--- src/rtl/ddr_data_burst.sv ---
// ---------------------------------------------------------------------------
// ddr_data_burst
// DQ/DQS burst sequencer for a DDR data lane. It takes one-cycle start pulses
// from the CAS timing controller, runs a preamble, the burst itself and a
// one-cycle postamble, and drives the write strobe, the output enables and
// the write beat-pair register. On reads it captures dq_in one cycle late.
//
// Ports
//   CK_t        clock, rising edge
//   reset_n     asynchronous active-low reset
//   wr_rdy      write burst start pulse
//   rd_rdy      read burst start pulse
//   wr_pre      write preamble length (1..MAX_PRE, anything else -> 1)
//   rd_pre      read preamble length  (1..MAX_PRE, anything else -> 1)
//   bc4         1 = BC4 (2 burst cycles), 0 = BL8 (4 burst cycles)
//   wdata_in    write beat pair, taken while wdata_req is high
//   dq_in       read beat pair from the device
//   wdata_req   request for the next write beat pair
//   dq_out      registered write beat pair
//   dq_oe       DQ output enable
//   dqs_oe      DQS output enable
//   dqs_t       DQS strobe level
//   rdata       captured read beat pair
//   rdata_vld   rdata valid
//   busy        sequencer not idle
//   burst_done  pulse in the final burst cycle
//   err         pulse marking a rejected start request
// ---------------------------------------------------------------------------
module ddr_data_burst #(
    parameter int DQ_W    = 8,
    parameter int MAX_PRE = 2
) (
    input  logic              CK_t,
    input  logic              reset_n,
    input  logic              wr_rdy,
    input  logic              rd_rdy,
    input  logic [1:0]        wr_pre,
    input  logic [1:0]        rd_pre,
    input  logic              bc4,
    input  logic [2*DQ_W-1:0] wdata_in,
    input  logic [2*DQ_W-1:0] dq_in,
    output logic              wdata_req,
    output logic [2*DQ_W-1:0] dq_out,
    output logic              dq_oe,
    output logic              dqs_oe,
    output logic              dqs_t,
    output logic [2*DQ_W-1:0] rdata,
    output logic              rdata_vld,
    output logic              busy,
    output logic              burst_done,
    output logic              err
);

    localparam int CNT_MAX = (MAX_PRE > 4) ? MAX_PRE : 4;
    localparam int CW      = (CNT_MAX > 2) ? $clog2(CNT_MAX) : 1;

    typedef enum logic [1:0] {D_IDLE, D_PRE, D_BURST, D_POST} state_t;

    state_t            state_q, state_d;
    logic [CW-1:0]     cnt_q, cnt_d;
    logic [CW-1:0]     pre_last_q, pre_last_d;   // preamble length minus one
    logic              dir_wr_q, dir_wr_d;
    logic              bc4_q, bc4_d;
    logic              post_pend_q, post_pend_d; // pulse seen in D_POST
    logic              err_d;
    logic              seamless;
    logic              wreq_q;
    logic              dq_oe_q, dqs_oe_q, dqs_t_q, busy_q, burst_done_q, err_q;
    logic              rdata_vld_q;
    logic [2*DQ_W-1:0] dq_out_q, rdata_q;

    logic last_pre, last_burst, any_rdy, same_rdy, opp_rdy;

    // Index of the final burst cycle for a given burst-length selection.
    function automatic logic [CW-1:0] blen_last(input logic b);
        return b ? CW'(1) : CW'(3);
    endfunction

    // Out-of-range preamble lengths collapse to a single cycle.
    function automatic logic [CW-1:0] pre_last_of(input logic [1:0] p);
        logic [CW-1:0] r;
        r = '0;
        if (p != 2'd0 && int'(p) <= MAX_PRE)
            r = CW'(p - 2'd1);
        return r;
    endfunction

    assign last_pre   = (cnt_q == pre_last_q);
    assign last_burst = (cnt_q == blen_last(bc4_q));
    assign any_rdy    = wr_rdy | rd_rdy;
    assign same_rdy   = dir_wr_q ? wr_rdy : rd_rdy;
    assign opp_rdy    = dir_wr_q ? rd_rdy : wr_rdy;

    always_comb begin
        state_d     = state_q;
        cnt_d       = cnt_q;
        pre_last_d  = pre_last_q;
        dir_wr_d    = dir_wr_q;
        bc4_d       = bc4_q;
        post_pend_d = 1'b0;
        err_d       = 1'b0;
        seamless    = 1'b0;
        case (state_q)
            D_IDLE: begin
                if (wr_rdy && rd_rdy) begin
                    err_d = 1'b1;
                end else if (any_rdy) begin
                    state_d    = D_PRE;
                    cnt_d      = '0;
                    dir_wr_d   = wr_rdy;
                    bc4_d      = bc4;
                    pre_last_d = wr_rdy ? pre_last_of(wr_pre) : pre_last_of(rd_pre);
                end else if (post_pend_q) begin
                    // The pulse caught during D_POST did not persist: it is lost.
                    err_d = 1'b1;
                end
            end
            D_PRE: begin
                err_d = any_rdy;
                if (last_pre) begin
                    state_d = D_BURST;
                    cnt_d   = '0;
                end else begin
                    cnt_d = cnt_q + CW'(1);
                end
            end
            D_BURST: begin
                if (last_burst) begin
                    err_d = opp_rdy;
                    if (same_rdy) begin
                        // Back-to-back burst: no preamble, burst length re-sampled.
                        seamless = 1'b1;
                        cnt_d    = '0;
                        bc4_d    = bc4;
                    end else begin
                        state_d = D_POST;
                        cnt_d   = '0;
                    end
                end else begin
                    err_d = any_rdy;
                    cnt_d = cnt_q + CW'(1);
                end
            end
            D_POST: begin
                state_d     = D_IDLE;
                cnt_d       = '0;
                post_pend_d = any_rdy;
            end
            default: begin
                state_d = D_IDLE;
                cnt_d   = '0;
            end
        endcase
    end

    // Output registers are loaded from the next-state values so that each
    // output lines up with the state it describes.
    always_ff @(posedge CK_t or negedge reset_n) begin
        if (!reset_n) begin
            state_q      <= D_IDLE;
            cnt_q        <= '0;
            pre_last_q   <= '0;
            dir_wr_q     <= 1'b0;
            bc4_q        <= 1'b0;
            post_pend_q  <= 1'b0;
            wreq_q       <= 1'b0;
            dq_oe_q      <= 1'b0;
            dqs_oe_q     <= 1'b0;
            dqs_t_q      <= 1'b0;
            busy_q       <= 1'b0;
            burst_done_q <= 1'b0;
            err_q        <= 1'b0;
            rdata_vld_q  <= 1'b0;
            dq_out_q     <= '0;
            rdata_q      <= '0;
        end else begin
            state_q      <= state_d;
            cnt_q        <= cnt_d;
            pre_last_q   <= pre_last_d;
            dir_wr_q     <= dir_wr_d;
            bc4_q        <= bc4_d;
            post_pend_q  <= post_pend_d;
            err_q        <= err_d;
            busy_q       <= (state_d != D_IDLE);
            dq_oe_q      <= (state_d == D_BURST) && dir_wr_d;
            dqs_oe_q     <= (state_d != D_IDLE) && dir_wr_d;
            // Strobe starts high on the first burst cycle and toggles after.
            dqs_t_q      <= (state_d == D_BURST) && dir_wr_d && !cnt_d[0];
            burst_done_q <= (state_d == D_BURST) && (cnt_d == blen_last(bc4_d));
            wreq_q       <= dir_wr_d &&
                            (((state_d == D_PRE) && (cnt_d == pre_last_d)) ||
                             ((state_d == D_BURST) && (cnt_d != blen_last(bc4_d))));
            rdata_vld_q  <= (state_q == D_BURST) && !dir_wr_q;
            if ((state_q == D_BURST) && !dir_wr_q)
                rdata_q <= dq_in;
            if (wdata_req)
                dq_out_q <= wdata_in;
        end
    end

    // The final-cycle request of a seamless write depends on this cycle's
    // wr_rdy, so it cannot come from a register.
    assign wdata_req  = wreq_q | (seamless & dir_wr_q);
    assign dq_out     = dq_out_q;
    assign dq_oe      = dq_oe_q;
    assign dqs_oe     = dqs_oe_q;
    assign dqs_t      = dqs_t_q;
    assign rdata      = rdata_q;
    assign rdata_vld  = rdata_vld_q;
    assign busy       = busy_q;
    assign burst_done = burst_done_q;
    assign err        = err_q;

endmodule

--- config.mk ---
export PLATFORM = sky130hd
export DESIGN_NAME = ddr_data_burst
export DESIGN_NICKNAME = d
export VERILOG_FILES = /design/src/rtl/ddr_data_burst.sv
export SDC_FILE = /design/constraint.sdc
export NUM_CORES = 1
export LEC_CHECK = 0
export ABC_CLOCK_PERIOD_IN_PS = 1720
export CAP_MARGIN = 15
export CORE_UTILIZATION = 40
export DETAILED_ROUTE_END_ITERATION = 8
export PLACE_DENSITY_LB_ADDON = 0.25
export SLEW_MARGIN = 15
export SYNTH_ARGS = -nofsm -noshare
export SYNTH_HDL_FRONTEND = slang
export SYNTH_SLANG_ARGS = --single-unit
--- constraint.sdc ---
create_clock -name CK_t -period 1.72 [get_ports CK_t]
set_input_delay 0.258 -clock CK_t [delete_from_list [all_inputs] [get_ports CK_t]]
set_output_delay 0.258 -clock CK_t [all_outputs]
set_load 0.005 [all_outputs]
==> summary.md <==
| Metric | Value |
|---|---|
| DP Wirelength | between 3 and 4 mm |
| Die Y | 75.39 µm |
| Seq/Total Area, Yosys | 56.91% |
| Mapped Cells | between 150 and 200 |
| Total gr overflow | 0 |
| Final nets | roughly 330 |
| Total GRT Usage | 18.89% |
| # diodes | 0 |
| Outcome | finished, violations left |
| Top_reg_cell synth | dfrtp_1 |
| Num Clock Sinks | between 40 and 50 |
| Total Power | about 0.0066 W |
| CTS Buffer Depth | 2 |
| Final number of setup-violating endpoints | 5 |
| TritonCTS clock tree | built |
| Initial drt markers | 63 |
| Max_cap viols | 0 |
| Initial antenna violation count | 0 |
| Post-synth ARST share | between 90% and 100% |
| Count of different cell masters after synthesis | just over 40 |
| Detail Route Antenna Nets | 0 |
| RSZ-0062 raised after global routing | true |
| Core Area | around 5000 µm² |
| DRC | 0 |
| Die area | approximately 5700 µm² |
| Kind of critical path | flip-flop to flip-flop |
| Min-Delay Path Class | input pin to async pin |
| Core Rows | 26 |
| Syn. warnings | 0 |
| Synth Register Bits | between 40 and 50 |
| Clock skew | between 3 and 4 ps |
| Fin crit share | 109.8% |
| WL final | roughly 5.2 mm |
| Net Count, Synth | roughly 210 |
| Top post-synthesis cells by area | dfrtp_1 57%, mux2_2 17%, buf_2 1.6%, mux2i_1 1.4%, a22oi_1 1.4% |
| Synth Area in XOR/XNOR | roughly 2.4% |
| Clock Pin Slew Worst Setup and Hold Paths | 90 ps |
| H-tree depth | 2 |
| Mean Syn Cell Area | 12.82 µm² |
| Routability-driven placement congestion ratio | roughly 0.85 |
| Skew-Pair Late Insertion Delay | approximately 300 ps |
| CTS Buf Count | 5 |
| DRT Pass-1 Iters | 4 |
| # IOs | 81 |
| Minimum clock period | 1889 ps |
| Filler cells | 415 |
| Critical Path Start Type | flip-flop |
| Crit-path max FO | 3 |
| Vias | around 1800 |
| Top cell type by total area after synthesis | dfrtp_1 |
| Critical Path Sink Type | flip-flop |
| Post-synth EDFFs | 0 |
| Failing checks | negative setup slack |
| Post-synthesis simple-gate area fraction | 9.408% |
| Share of cells above drive strength 1 | approximately two fifths |
| Drt wl/cell | 14.29 µm |
| Post-Synth Adder-Cell Area | roughly 1.2% |
| P&R area growth vs syn | 65.80% |
| Setup_tns | -488.4 ps |
| VDD IR max | 0.9704 mV |
| CP arrival | 2070 ps |
| Worst slew pin tran | approximately 540 ps |
| Vias in the first global route | roughly 1700 |
| Root buffer cell | clkbuf_8 |
| Highest clock rate | 0.5294 GHz |
| Critical Path RT | 1900 ps |
| Port buffer count | 80 |
| Syn Std Cell Area | between 2000 and 2500 µm² |
| Die Width | roughly 75 µm |
| Final Hold Viols | 0 |
| Mux contribution to synthesized area | a little under a fifth |
| Via/cell ratio | around 5 |
| Power Density | about 1800 nW/µm² |
| Area fraction of the dominant cell type after synthesis | between 50 and 60% |
| Compound-cell area share of the yosys netlist | ~8.9% |
| Leak | 1.568 nW |
| Initial Util | 41.92% |
| Largest family of logic cells by synthesized area | multiplexers |
| Final WS setup | -168.9 ps |
| Slew Viols, Final | 0 |
| Global-route wire length before repair | ~8 mm |
| Largest net degree at the start of global routing | 23 |
| Rel. slew slack | 63.70% |
==> routing by layer <==
layer | wire (µm) | track usage [%] | vias up | share of wire, %
li1 | - | - | 839 | -
met1 | 2201 | 22.96 | 853 | 43
met2 | 2522 | 32.14 | 61 | 49
met3 | 365 | 5.026 | 11 | 7.1
met4 | 85 | 7.407 | 0 | 1.6
met5 | 0 | 0 | - | 0
==> registers in the layout, indices dropped and copies added, names as in the netlist <==
name         cells
state_q          2
wreq_q           1
pre_last_q       2
cnt_q            2
burst_done       1
bc4_q            1
dqs_t            1
rdata           16
dqs_oe           1
busy             1
post_pend_q      1
dq_oe            1
rdata_vld        1
dq_out          16
err              1
dir_wr_q         1
==> cells in the mapped netlist, types with 3 or more instances <==
cell,instances
a21oi_1,3
mux2_2,32
xnor2_1,3
o21ai_0,3
nor2_1,7
xor2_1,3
nand2b_1,3
nor2b_1,4
nand2_1,4
nor3_1,4
dfrtp_1,49
mux2i_1,3
buf_2,7
inv_1,4
a22oi_1,4
==> critical path, stage by stage (launching register included) <==
cell and delay [ps]:
dfrtp_2 450, xor2_4 200, buf_6 130, a31o_1 210, a22oi_2 180, mux2i_1 280, inv_2 80, a22oi_2 150
a22oi_1 80
==> power by group <==
part	internal, W	switching [W]
clock	0.000474	0.000369
combinational	0.00232	0.00142
sequential	0.00171	0.000274
==> cell families (layout without fill, tap and decap cells) <==
group                    Yosys count  in the layout
AO/OA/AOI/OAI                     26             26
flip-flops                        49             49
adder cells (fa/ha/maj)            2              2
multiplexers                      35             35
AND/OR/NAND/NOR                   36             36
buffers and inverters             14            138
XOR/XNOR                           6              6
==> per-stage QoR <==
step           instances  setup WS [ps]  area [µm²]  hold WS (ps)  util [%]
2_1_floorplan        168          6.549        2193        -37.59         -
3_3_place_gp         345         -293.0        3314         271.4     64.48
3_5_place_dp         345         -354.1        3314         272.7     64.48
4_1_cts              361         -205.5        3496         485.9     68.01
5_1_grt              362         -299.0        3572         524.8     69.50
6_report             362         -168.9        3572         490.1     69.50
==> path summary, 6_finish.rpt <==
kind	startpoint	to	slack, ps	cells after the start
hold reg to reg	rdata[4]	rdata[4]	510	1
max in group asynchronous	reset_n	rdata[1]	710	3
setup reg to reg	bc4_q	wreq_q	-170	8
hold / removal	reset_n	rdata[10]	490	2
setup / recovery	bc4_q	wreq_q	-170	8
min in group CK_t	rdata[4]	rdata[4]	510	1
==> cell usage in the layout (no fill, tap or decap), types with 4 or more instances in the layout <==
cell             count
clkdlybuf4s50_1     78
dfrtp_1             45
buf_4               41
mux2_2              32
clkbuf_8             6
nor2_1               5
nand2_1              4
inv_1                4
dfrtp_2              4
==> cell type report <==
| cell class | instances | area [µm²] | share of cell area, % |
|---|---|---|---|
| clock inverter | 1 | 30.03 | 0.8406 |
| sequential | 49 | 1231 | 34.47 |
| tap | 70 | 87.58 | 2.452 |
| timing repair buffer | 125 | 1151 | 32.22 |
| clock buffer | 7 | 86.33 | 2.417 |
| inverter | 5 | 18.77 | 0.5254 |
| multi-input combinational | 105 | 967.2 | 27.08 |
==> timing repair <==
action | CTS | global route
hold buffers | 1 | 0
gates resized for setup | 9 | 14
setup buffers | 7 | 1
hold endpoints to repair | 20 | 0
endpoints found under the setup margin | 3 | 40
pin swaps | 5 | 5
No activity file was read; power rests on OpenSTA's default activity.
